**config.mk**
```make
export PLATFORM = sky130hd
export DESIGN_NAME = line_slot_scheduler_flat
export DESIGN_NICKNAME = d
export VERILOG_FILES = /design/src/rtl/line_slot_scheduler_pkg.sv /design/src/rtl/line_slot_scheduler_if.sv /design/src/rtl/line_slot_scheduler_sat_counter.sv /design/src/rtl/line_slot_scheduler.sv /design/src/flat_wrapper.sv
export SDC_FILE = /design/constraint.sdc
export NUM_CORES = 1
export LEC_CHECK = 0
export ABC_AREA = 1
export CORE_UTILIZATION = 46
export DETAILED_ROUTE_END_ITERATION = 7
export PLACE_DENSITY = 0.81
export RECOVER_POWER = 100
export SLEW_MARGIN = 5
export SYNTH_ARGS = -nofsm -noshare
export SYNTH_HDL_FRONTEND = slang
export SYNTH_HIERARCHICAL = 1
export SYNTH_SLANG_ARGS = --single-unit
```
**constraint.sdc**
```tcl
create_clock -name CLK -period 2.41 [get_ports CLK]
set_input_delay 0.6025 -clock CLK [delete_from_list [all_inputs] [get_ports CLK]]
set_output_delay 0.6025 -clock CLK [all_outputs]
set_load 0.1 [all_outputs]
```
**src/rtl/line_slot_scheduler_pkg.sv**
```systemverilog
// hp2vga_line_pkg: shared state encodings and default sizes for the line slot scheduler.
package hp2vga_line_pkg;
   typedef enum logic {W_IDLE, W_ACTIVE} w_state_t;
   typedef enum logic {R_IDLE, R_ACTIVE} r_state_t;
   localparam int DEF_NUM_SLOTS = 4;
   localparam int DEF_SLOT_BITS = 2;
   localparam int STAT_W = 16;
endpackage

```
**src/rtl/line_slot_scheduler_if.sv**
```systemverilog
// line_slot_scheduler_if: writer/reader event pulses and slot outputs of the scheduler.
// LINE_STATS_EN adds the drop/repeat statistics counters.
interface line_slot_scheduler_if #(parameter int SLOT_BITS = 2);
   logic                 flush;
   logic                 wr_line_start;
   logic                 wr_line_done;
   logic [SLOT_BITS-1:0] wr_slot;
   logic                 rd_line_start;
   logic                 rd_line_done;
   logic [SLOT_BITS-1:0] rd_slot;
   logic                 rd_repeat;
   logic [SLOT_BITS:0]   level;
   logic                 drop;
   logic                 proto_err;
`ifdef LINE_STATS_EN
   logic [15:0]          drop_cnt;
   logic [15:0]          repeat_cnt;
   modport master (output flush, wr_line_start, wr_line_done, rd_line_start, rd_line_done,
                   input wr_slot, rd_slot, rd_repeat, level, drop, proto_err, drop_cnt, repeat_cnt);
   modport slave (input flush, wr_line_start, wr_line_done, rd_line_start, rd_line_done,
                  output wr_slot, rd_slot, rd_repeat, level, drop, proto_err, drop_cnt, repeat_cnt);
`else
   modport master (output flush, wr_line_start, wr_line_done, rd_line_start, rd_line_done,
                   input wr_slot, rd_slot, rd_repeat, level, drop, proto_err);
   modport slave (input flush, wr_line_start, wr_line_done, rd_line_start, rd_line_done,
                  output wr_slot, rd_slot, rd_repeat, level, drop, proto_err);
`endif
endinterface

```
**src/rtl/line_slot_scheduler_sat_counter.sv**
```systemverilog
// sat_counter: saturating up-counter with synchronous clear.
module sat_counter #(parameter int W = 16) (
   input  logic         CLK,
   input  logic         clear,
   input  logic         inc,
   output logic [W-1:0] cnt
);
   logic [W-1:0] cnt_q, cnt_d;
   always_comb cnt_d = clear ? '0 : (inc && ~&cnt_q) ? cnt_q + W'(1) : cnt_q;
   always_ff @(posedge CLK) cnt_q <= cnt_d;
   assign cnt = cnt_q;
endmodule

```
**src/rtl/line_slot_scheduler.sv**
```systemverilog
// line_slot_scheduler: ring of line slots shared by RX writer and TX reader; drops on overrun, repeats on underrun.
// Optional LINE_STATS_EN adds saturating DROP_CNT/REPEAT_CNT counters.
module line_slot_scheduler
   import hp2vga_line_pkg::*;
#(
   parameter int NUM_SLOTS = DEF_NUM_SLOTS,
   parameter int SLOT_BITS = DEF_SLOT_BITS
) (
   input logic                   CLK,
   input logic                   RST_N,
   line_slot_scheduler_if.slave  bus
);
   localparam logic [SLOT_BITS:0]   MAX_CNT = (SLOT_BITS+1)'(NUM_SLOTS-1);
   localparam logic [SLOT_BITS-1:0] LAST_SLOT = SLOT_BITS'(NUM_SLOTS-1);
   w_state_t             w_st_q, w_st_d;
   r_state_t             r_st_q, r_st_d;
   logic [SLOT_BITS-1:0] wr_ptr_q, wr_ptr_d, rd_ptr_q, rd_ptr_d, rd_slot_q, rd_slot_d;
   logic [SLOT_BITS:0]   count_q, count_d;
   logic                 rd_repeat_q, rd_repeat_d, drop_q, drop_d, proto_err_q, proto_err_d;
   logic                 w_go, r_go, cmt, rel, empty;
   always_comb begin
      w_go = w_st_q == W_ACTIVE && bus.wr_line_done;
      r_go = r_st_q == R_IDLE && bus.rd_line_start;
      rel = r_st_q == R_ACTIVE && bus.rd_line_done && !rd_repeat_q;
      cmt = w_go && (count_q < MAX_CNT || rel);
      empty = count_q == '0;
      drop_d = w_go && !cmt;
      wr_ptr_d = wr_ptr_q + SLOT_BITS'(cmt);
      rd_ptr_d = rd_ptr_q + SLOT_BITS'(rel);
      count_d = count_q + (SLOT_BITS+1)'(cmt) - (SLOT_BITS+1)'(rel);
      w_st_d = bus.wr_line_start ? W_ACTIVE : bus.wr_line_done ? W_IDLE : w_st_q;
      r_st_d = r_go ? R_ACTIVE : (r_st_q == R_ACTIVE && bus.rd_line_done) ? R_IDLE : r_st_q;
      // underrun replays the previous slot, which the writer cannot touch while count is zero
      rd_slot_d = r_go ? (empty ? rd_ptr_q - SLOT_BITS'(1) : rd_ptr_q) : rd_slot_q;
      rd_repeat_d = r_go ? empty : rd_repeat_q;
      proto_err_d = proto_err_q || (bus.wr_line_done && w_st_q == W_IDLE) ||
                    (bus.rd_line_start && r_st_q == R_ACTIVE) ||
                    (bus.rd_line_done && r_st_q == R_IDLE);
   end
   always_ff @(posedge CLK) begin
      if (!RST_N || bus.flush) begin
         w_st_q <= W_IDLE;
         r_st_q <= R_IDLE;
         wr_ptr_q <= '0;
         rd_ptr_q <= '0;
         count_q <= '0;
         rd_slot_q <= LAST_SLOT;
         rd_repeat_q <= 1'b0;
         drop_q <= 1'b0;
         proto_err_q <= 1'b0;
      end else begin
         w_st_q <= w_st_d;
         r_st_q <= r_st_d;
         wr_ptr_q <= wr_ptr_d;
         rd_ptr_q <= rd_ptr_d;
         count_q <= count_d;
         rd_slot_q <= rd_slot_d;
         rd_repeat_q <= rd_repeat_d;
         drop_q <= drop_d;
         proto_err_q <= proto_err_d;
      end
   end
   assign bus.wr_slot = wr_ptr_q;
   assign bus.rd_slot = rd_slot_q;
   assign bus.rd_repeat = rd_repeat_q;
   assign bus.level = count_q;
   assign bus.drop = drop_q;
   assign bus.proto_err = proto_err_q;
`ifdef LINE_STATS_EN
   sat_counter #(.W(STAT_W)) u_drop_cnt (
      .CLK(CLK), .clear(!RST_N), .inc(drop_q), .cnt(bus.drop_cnt)
   );
   sat_counter #(.W(STAT_W)) u_repeat_cnt (
      .CLK(CLK), .clear(!RST_N), .inc(r_go && empty && !bus.flush), .cnt(bus.repeat_cnt)
   );
`endif
endmodule

```
**src/flat_wrapper.sv**
```systemverilog
// flat-port wrapper written by rule: the top's interface ports become plain ports
module line_slot_scheduler_flat import hp2vga_line_pkg::*;
#(
   parameter int NUM_SLOTS = DEF_NUM_SLOTS,
   parameter int SLOT_BITS = DEF_SLOT_BITS
)
  (CLK, RST_N, bus_flush, bus_wr_line_start, bus_wr_line_done, bus_rd_line_start, bus_rd_line_done, bus_wr_slot, bus_rd_slot, bus_rd_repeat, bus_level, bus_drop, bus_proto_err);
  line_slot_scheduler_if #(.SLOT_BITS(SLOT_BITS)) bus_i ();
  input logic CLK;
  input logic RST_N;
  input wire logic [$bits(bus_i.flush)-1:0] bus_flush;
  input wire logic [$bits(bus_i.wr_line_start)-1:0] bus_wr_line_start;
  input wire logic [$bits(bus_i.wr_line_done)-1:0] bus_wr_line_done;
  input wire logic [$bits(bus_i.rd_line_start)-1:0] bus_rd_line_start;
  input wire logic [$bits(bus_i.rd_line_done)-1:0] bus_rd_line_done;
  output wire logic [$bits(bus_i.wr_slot)-1:0] bus_wr_slot;
  output wire logic [$bits(bus_i.rd_slot)-1:0] bus_rd_slot;
  output wire logic [$bits(bus_i.rd_repeat)-1:0] bus_rd_repeat;
  output wire logic [$bits(bus_i.level)-1:0] bus_level;
  output wire logic [$bits(bus_i.drop)-1:0] bus_drop;
  output wire logic [$bits(bus_i.proto_err)-1:0] bus_proto_err;
  assign bus_i.flush = bus_flush;
  assign bus_i.wr_line_start = bus_wr_line_start;
  assign bus_i.wr_line_done = bus_wr_line_done;
  assign bus_i.rd_line_start = bus_rd_line_start;
  assign bus_i.rd_line_done = bus_rd_line_done;
  assign bus_wr_slot = bus_i.wr_slot;
  assign bus_rd_slot = bus_i.rd_slot;
  assign bus_rd_repeat = bus_i.rd_repeat;
  assign bus_level = bus_i.level;
  assign bus_drop = bus_i.drop;
  assign bus_proto_err = bus_i.proto_err;
  line_slot_scheduler #(.NUM_SLOTS(NUM_SLOTS), .SLOT_BITS(SLOT_BITS)) u_core (.CLK(CLK), .RST_N(RST_N), .bus(bus_i));
endmodule
```
==> metrics.cfg <==
[routing]
viasPerCell=4.56
drt_iter0_drc=1
ant_nets=0
drt_pass1_iterations=2
drt-total-wl_mm=1.19
drt-wirelength-per-cell_um=9.53
vias=570
drc=0

[pwr]
p_switching_uw=144
p_per_area_nw_per_um2=555
power_leakage_uw=0.000404
internal_power_uw=329
pwr-share-clk_pct=29.7
p_seq_share_pct=51.5
swShare_pct=30.4
fin_total_pwr_uw=473
combPwrFrac_pct=18.9
ir_worst_vdd_mv=0.461

[cells_and_area]
layout.nets=124
antenna_cells=0
syn_to_final_growth_pct=24.0
design_area_um2=852
drive_gt1_share_pct=23.6

[timing]
hold_viol_final=0
fin_crit_ps=2180
timing.fmax_mhz=459
finalSetupViolCount=0
relSlewSlack_pct=22.6
fin_crit_sh_pct=90.5
fin_skew_ps=11.4
max_slew.worst_pin.slew_ps=1170
report.final.slew_viol_count=0
rsz0062_at_grt=false

[worst_setup_path]
crit_chain=inv_1 > ha_1 > a21oi_1 > or2_4 > nand2_1 > ha_1 > inv_1 > ha_1 > fa_2 > inv_1 > nor2_1
reg2reg_depth=11
critical_path_class=reg2reg
cp.required_ps=2630
cp_max_fo=3
cp_slowest_stage_delay_ps=520
crit_path_top_delay_cell=fa_2
r2r_slack_ps=230
r2r-start=u_core/bus.level[2]
arrival_ps=2400
crit_family=adder cells
crit_buf_inv=3
crit_path_end_kind=flop
r2r_end=u_core/bus.level[1]
crit_start=u_core/bus.level[2]
critPathLaunchType=flop

[global_routing]
overflow=0
grt_start_max_net_pins=12
grt_first_pass_wirelength_mm=1.97
grt_usage_pct=19.0
grt_antenna_before_repair=0
first_global_vias=513

[placement]
port_buffers=16
hpwl_um=948
globalplace.congestion=0.711
placed_area_um2=867

[min_path]
hp-class=reg2reg
min_from=u_core/bus.rd_slot[1]
whs_path_depth=2
hold_path_end=u_core/bus.rd_slot[1]

[run_status]
status=completed

[floorplanning]
start_util_pct=50.9
die_h_um=40.6
ios=17
die_w_um=40.6
die-area_um2=1650
rows=13
coreArea_um2=1350

[clock_network]
cts_max_path_buffers=2
clk_latency_ps=280
ctsResizeCount=0
clock_sinks=14
cts_setup_buffers=0
root_buffer=clkbuf_4
cts-htree-levels=1
cts_tree=built
cts_hold_buf=0
cts_made_buffers=3
clk_pin_slew_ps=90

[logic_synthesis]
synth.distinct_cells=21
ys_seq_area_share_pct=40.8
ys_ff_latch=14
yosys_warnings=6
synth-edff-count=0
syn_area_um2=687
synthCells=87
async_flop_share_pct=0
synth_ff_type=dfxtp_1
syn_nets=100
avgSynthCellArea_um2=7.90

[run]
drv_cap=0

[flip-flops by register name (all words and copies together), names as in the netlist]
signal                cells
u_core/bus.wr_slot        2
u_core/r_st_q             1
u_core/w_st_q             1
u_core/bus.rd_slot        2
u_core/bus.drop           1
u_core/bus.proto_err      1
u_core/rd_ptr_q           2
u_core/bus.rd_repeat      1
u_core/bus.level          3
[power by group through the flow]
stage | Clock (uW) | Combinational, uW | Sequential (uW)
2_1_floorplan | 0 | 33.9 | 284
3_3_place_gp | 0 | 94.6 | 248
3_5_place_dp | 0 | 96.5 | 248
4_1_cts | 145 | 96.9 | 243
5_1_grt | 152 | 98.3 | 245
6_report | 140 | 89.2 | 244
[area by class of cell]
class / instances / area, um^2
Timing Repair Buffer: 20 / 139
Clock buffer: 4 / 26.3
Fill cell: 128 / 498
Tap cell: 15 / 18.8
Sequential cell: 14 / 284
Inverter: 19 / 71.3
Multi-Input combinational cell: 53 / 313
[cells in the mapped netlist, types with 3 or more instances]
master / number / area (um^2)
a21oi_1: 5 / 25.0
dfxtp_1: 14 / 280
ha_1: 5 / 62.6
inv_1: 14 / 52.6
inv_2: 4 / 15.0
nand2_1: 14 / 52.6
nor2_1: 13 / 48.8
nor2_2: 3 / 18.8
xnor2_1: 3 / 26.3
[per-layer routing]
metal,GRT usage [%],vias to the layer above,wire [um]
met4,10.0,0,27
met3,6.52,4,67
met5,0,-,0
met2,32.1,13,573
li1,-,307,-
met1,20.7,246,521
[logic make-up after synthesis]
kind of cell	synth area share, %
AOI/OAI and AO/OA	6.56
xor gates and xnor gates	3.83
adders and majority gates	12.0
buffers and inverters	12.0
DFF	40.8
and+or+nand+nor	24.8
[layout by cell type (no fill, tap or decap), drive strengths merged]
master	Yosys	layout
nand3	1	1
xnor2	3	3
nor2	17	17
buf	1	4
clkdlybuf4s50	0	4
ha	5	5
clkinv	1	1
or2	1	1
o21ai	1	1
dlygate4sd3	0	1
dlymetal6s2s	0	1
nand2	16	16
nand3b	1	1
dfxtp	14	14
inv	18	18
clkbuf	0	14
a31oi	1	1
fa	1	1
a21oi	6	6
[through the flow]
stage / cells / utilization [%] / hold slack [ps] / setup TNS (ps) / setup slack, ps
final: 125 / 63.1 / 477 / 0 / 230
after detailed placement: 121 / 64.2 / 461 / -451 / -250
after CTS: 125 / 66.2 / 481 / 0 / 42.4
after global routing: 125 / 63.1 / 505 / 0 / 57.9
after floorplan: 87 / - / 489 / 0 / 139
after global placement: 121 / 64.2 / 456 / -394 / -225
[worst max path at each step]
| stage | slack (ps) | cells after the start | endpoint |
|---|---|---|---|
| finish | 230 | 11 | u_core/bus.level[1] |
| global route | 60 | 11 | u_core/bus.level[1] |
| floorplan | 140 | 10 | u_core/bus.level[1] |
| global placement | -220 | 11 | u_core/bus.level[2] |
| CTS | 40 | 11 | u_core/bus.level[2] |
| detailed placement | -250 | 11 | u_core/bus.level[2] |
[worst min-delay path: stages, from the launching register on]
cell and delay, ps:
dfxtp_1 330, a21oi_1 60, nand2_1 60
No activity file was read; power rests on OpenSTA's default activity.
==> RTL edit, RTL diff (config.mk and constraints unchanged) <==
`DEF_SLOT_BITS`: 2 -> 4.
--- a/src/rtl/line_slot_scheduler_pkg.sv
+++ b/src/rtl/line_slot_scheduler_pkg.sv
@@ -3,7 +3,7 @@
    typedef enum logic {W_IDLE, W_ACTIVE} w_state_t;
    typedef enum logic {R_IDLE, R_ACTIVE} r_state_t;
    localparam int DEF_NUM_SLOTS = 4;
-   localparam int DEF_SLOT_BITS = 2;
+   localparam int DEF_SLOT_BITS = 4;
    localparam int STAT_W = 16;
 endpackage
 
Ports: changed (resized bus_level, bus_rd_slot and bus_wr_slot); port bits go from 17 to 23. The function was not compared with the original's and may differ.
==> RTL edit against the unedited design <==
  * Sequential power is 56% higher
  * Sequential share of layout area is 0.79 points lower
  * Largest power group unchanged
  * Fmax is 3.6% lower
  * Largest cell class unchanged
  * Global-route usage is 1.2 points lower
  * Combinational power is 98% higher
  * Routed wire length is 81% higher
  * Cell area is 62% higher
  * Utilization is 1.9 points lower
  * Register-to-register slack worse by 30 ps
  * Setup slack worse by 82 ps
  * Sequential cell count is 8 higher
  * Cell count is 68% higher
  * Area after synthesis is 65% higher
  * Total power is 54% higher
==> RTL edit: results (changes against the unedited design) <==
Outcome
  • Status: finished, final reports clean

Clock network
  • Clock-pin transition on the worst setup and hold timing paths: 120 ps (+30 ps)
  • Worst-skew pair later-pin latency: 300 ps (+20 ps)

Detailed routing
  • Via density: 4.69 (+2.9%)
  • Wire per inst: 10.2 µm (+7.6%)
  • Drt pass-1 iters: 6 (+4)

Pwr
  • P_leak: 0.690 nW (+71%)

Critical path
  • Crit-path max cell delay: 500 ps (-20 ps)
  • Max stage delay cell, worst path: clkdlybuf4s50_1
  • R2R cell count: 17 (+6)
  • Family with the most delay on the worst path: buffers and inverters
  • WP data arrival: 2510 ps (+110 ps)

STA
  • Worst clock skew: 10.4 ps (-1.01 ps)

Global route
  • Total GRT Usage: 17.8% (-1.2 points)
  • Vias in the first global route: 886 (+73%)
  • GRT met2 Usage: 33.3% (+1.2 points)
  • Met1 GRT Util: 19.2% (-1.6 points)
  • Largest net degree at the start of global routing: 17 (+5)

Final layout
  • FILL cells: 233 (+82%)
  • Total Nets Final: 203 (+64%)
  • Layout cells sized above 1: 18.7% (-5.0 points)

Logic synthesis
  • Post-synth top cells: inv_1 (30), nand2_1 (29), nor2_1 (24)
  • Seq/Total Area, Yosys: 38.9% (-1.9 points)
  • Dominant cells by area after synthesis: dfxtp_1 (39%), ha_1 (13%), inv_1 (10%)

Place
  • IO buf count: 22 (+6)
  • Dpl cell area: 1380 µm² (+60%)
  • DP HPWL: 1740 µm (+84%)
  • Place WS: -339 ps (-88.4 ps)
[RTL edit: cell types whose count changed after synthesis, sizes merged, moves of 2 or more]
cell and delta:
inv +13, nand2 +14, a21oi +4, ha +7
nor2 +11, dfxtp +8, o21ai +2, nand3 +7
[RTL edit: timing repair]
item / CTS / global route
buffers inserted: 1 / 0
gates cloned: 0 / 0
setup endpoints to repair: 1 / 1
resized for setup: 0 / 5
hold buffers: 0 / 0
pin swaps: 1 / 1
[RTL edit: metrics by stage]
step | total power [mW] | utilization [%] | setup TNS (ps) | std cells
after detailed placement | 0.571 | 61.4 | -569 | 205
final | 0.726 | 61.2 | 0 | 210
after floorplan | 0.526 | - | 0 | 152
after global routing | 0.768 | 61.2 | 0 | 210
after CTS | 0.738 | 62.9 | 0 | 210
after global placement | 0.566 | 61.4 | -266 | 205
[RTL edit: cell families (layout without fill, tap and decap cells)]
group / Yosys count / in the layout / share of synthesized area [%]
buffers and inverters: 32 / 62 / 10.7
and+or+nand+nor: 67 / 67 / 25.7
adders and majority gates: 13 / 13 / 15.0
DFF: 22 / 22 / 38.9
xor gates and xnor gates: 3 / 3 / 2.32
AOI/OAI and AO/OA: 15 / 15 / 7.30
[RTL edit: final cells by class]
| cell class | instances | area, µm² | area share (%) |
|---|---|---|---|
| Multi-Input combinational cell | 98 | 574 | 41.6 |
| Sequential cell | 22 | 449 | 32.5 |
| Timing Repair Buffer | 27 | 179 | 13.0 |
| Inverter | 31 | 116 | 8.43 |
| Tap cell | 28 | 35.0 | 2.54 |
| Clock buffer | 4 | 26.3 | 1.90 |
[RTL edit: path summary, 6_finish.rpt]
path / to / slack (ps) / startpoint
setup / recovery: u_core/bus.level[4] / 150 / bus_wr_line_done
hold / removal: u_core/bus.rd_slot[1] / 480 / u_core/bus.rd_slot[1]
setup reg to reg: u_core/bus.level[4] / 200 / u_core/bus.level[2]
hold reg to reg: u_core/bus.rd_slot[1] / 480 / u_core/bus.rd_slot[1]
[RTL edit: worst register-to-register path: stages (launching register included)]
cell and delay [ps]:
dfxtp_4 370, inv_1 50, ha_1 210, nand3_1 120, nand3_2 100, a21oi_2 160, nand2_1 70, nand2_1 60
ha_1 160, inv_1 60, fa_2 340, inv_1 60, nand2_1 60, nand2_1 60, a21oi_1 80, nand2_1 70
nand2_1 50, nor2_1 90
[RTL edit: per-layer routing]
layer | wire (µm) | up-vias
met3 | 81 | 6
met2 | 1140 | 22
met5 | 0 | -
met1 | 885 | 436
met4 | 41 | 0
li1 | - | 521
[RTL edit: power by group]
part           internal (mW)  switching [mW]  leakage [nW]  total [mW]
sequential             0.374         0.00747         0.181       0.381
combinational         0.0483           0.128         0.494       0.177
clock                 0.0644           0.104        0.0150       0.168
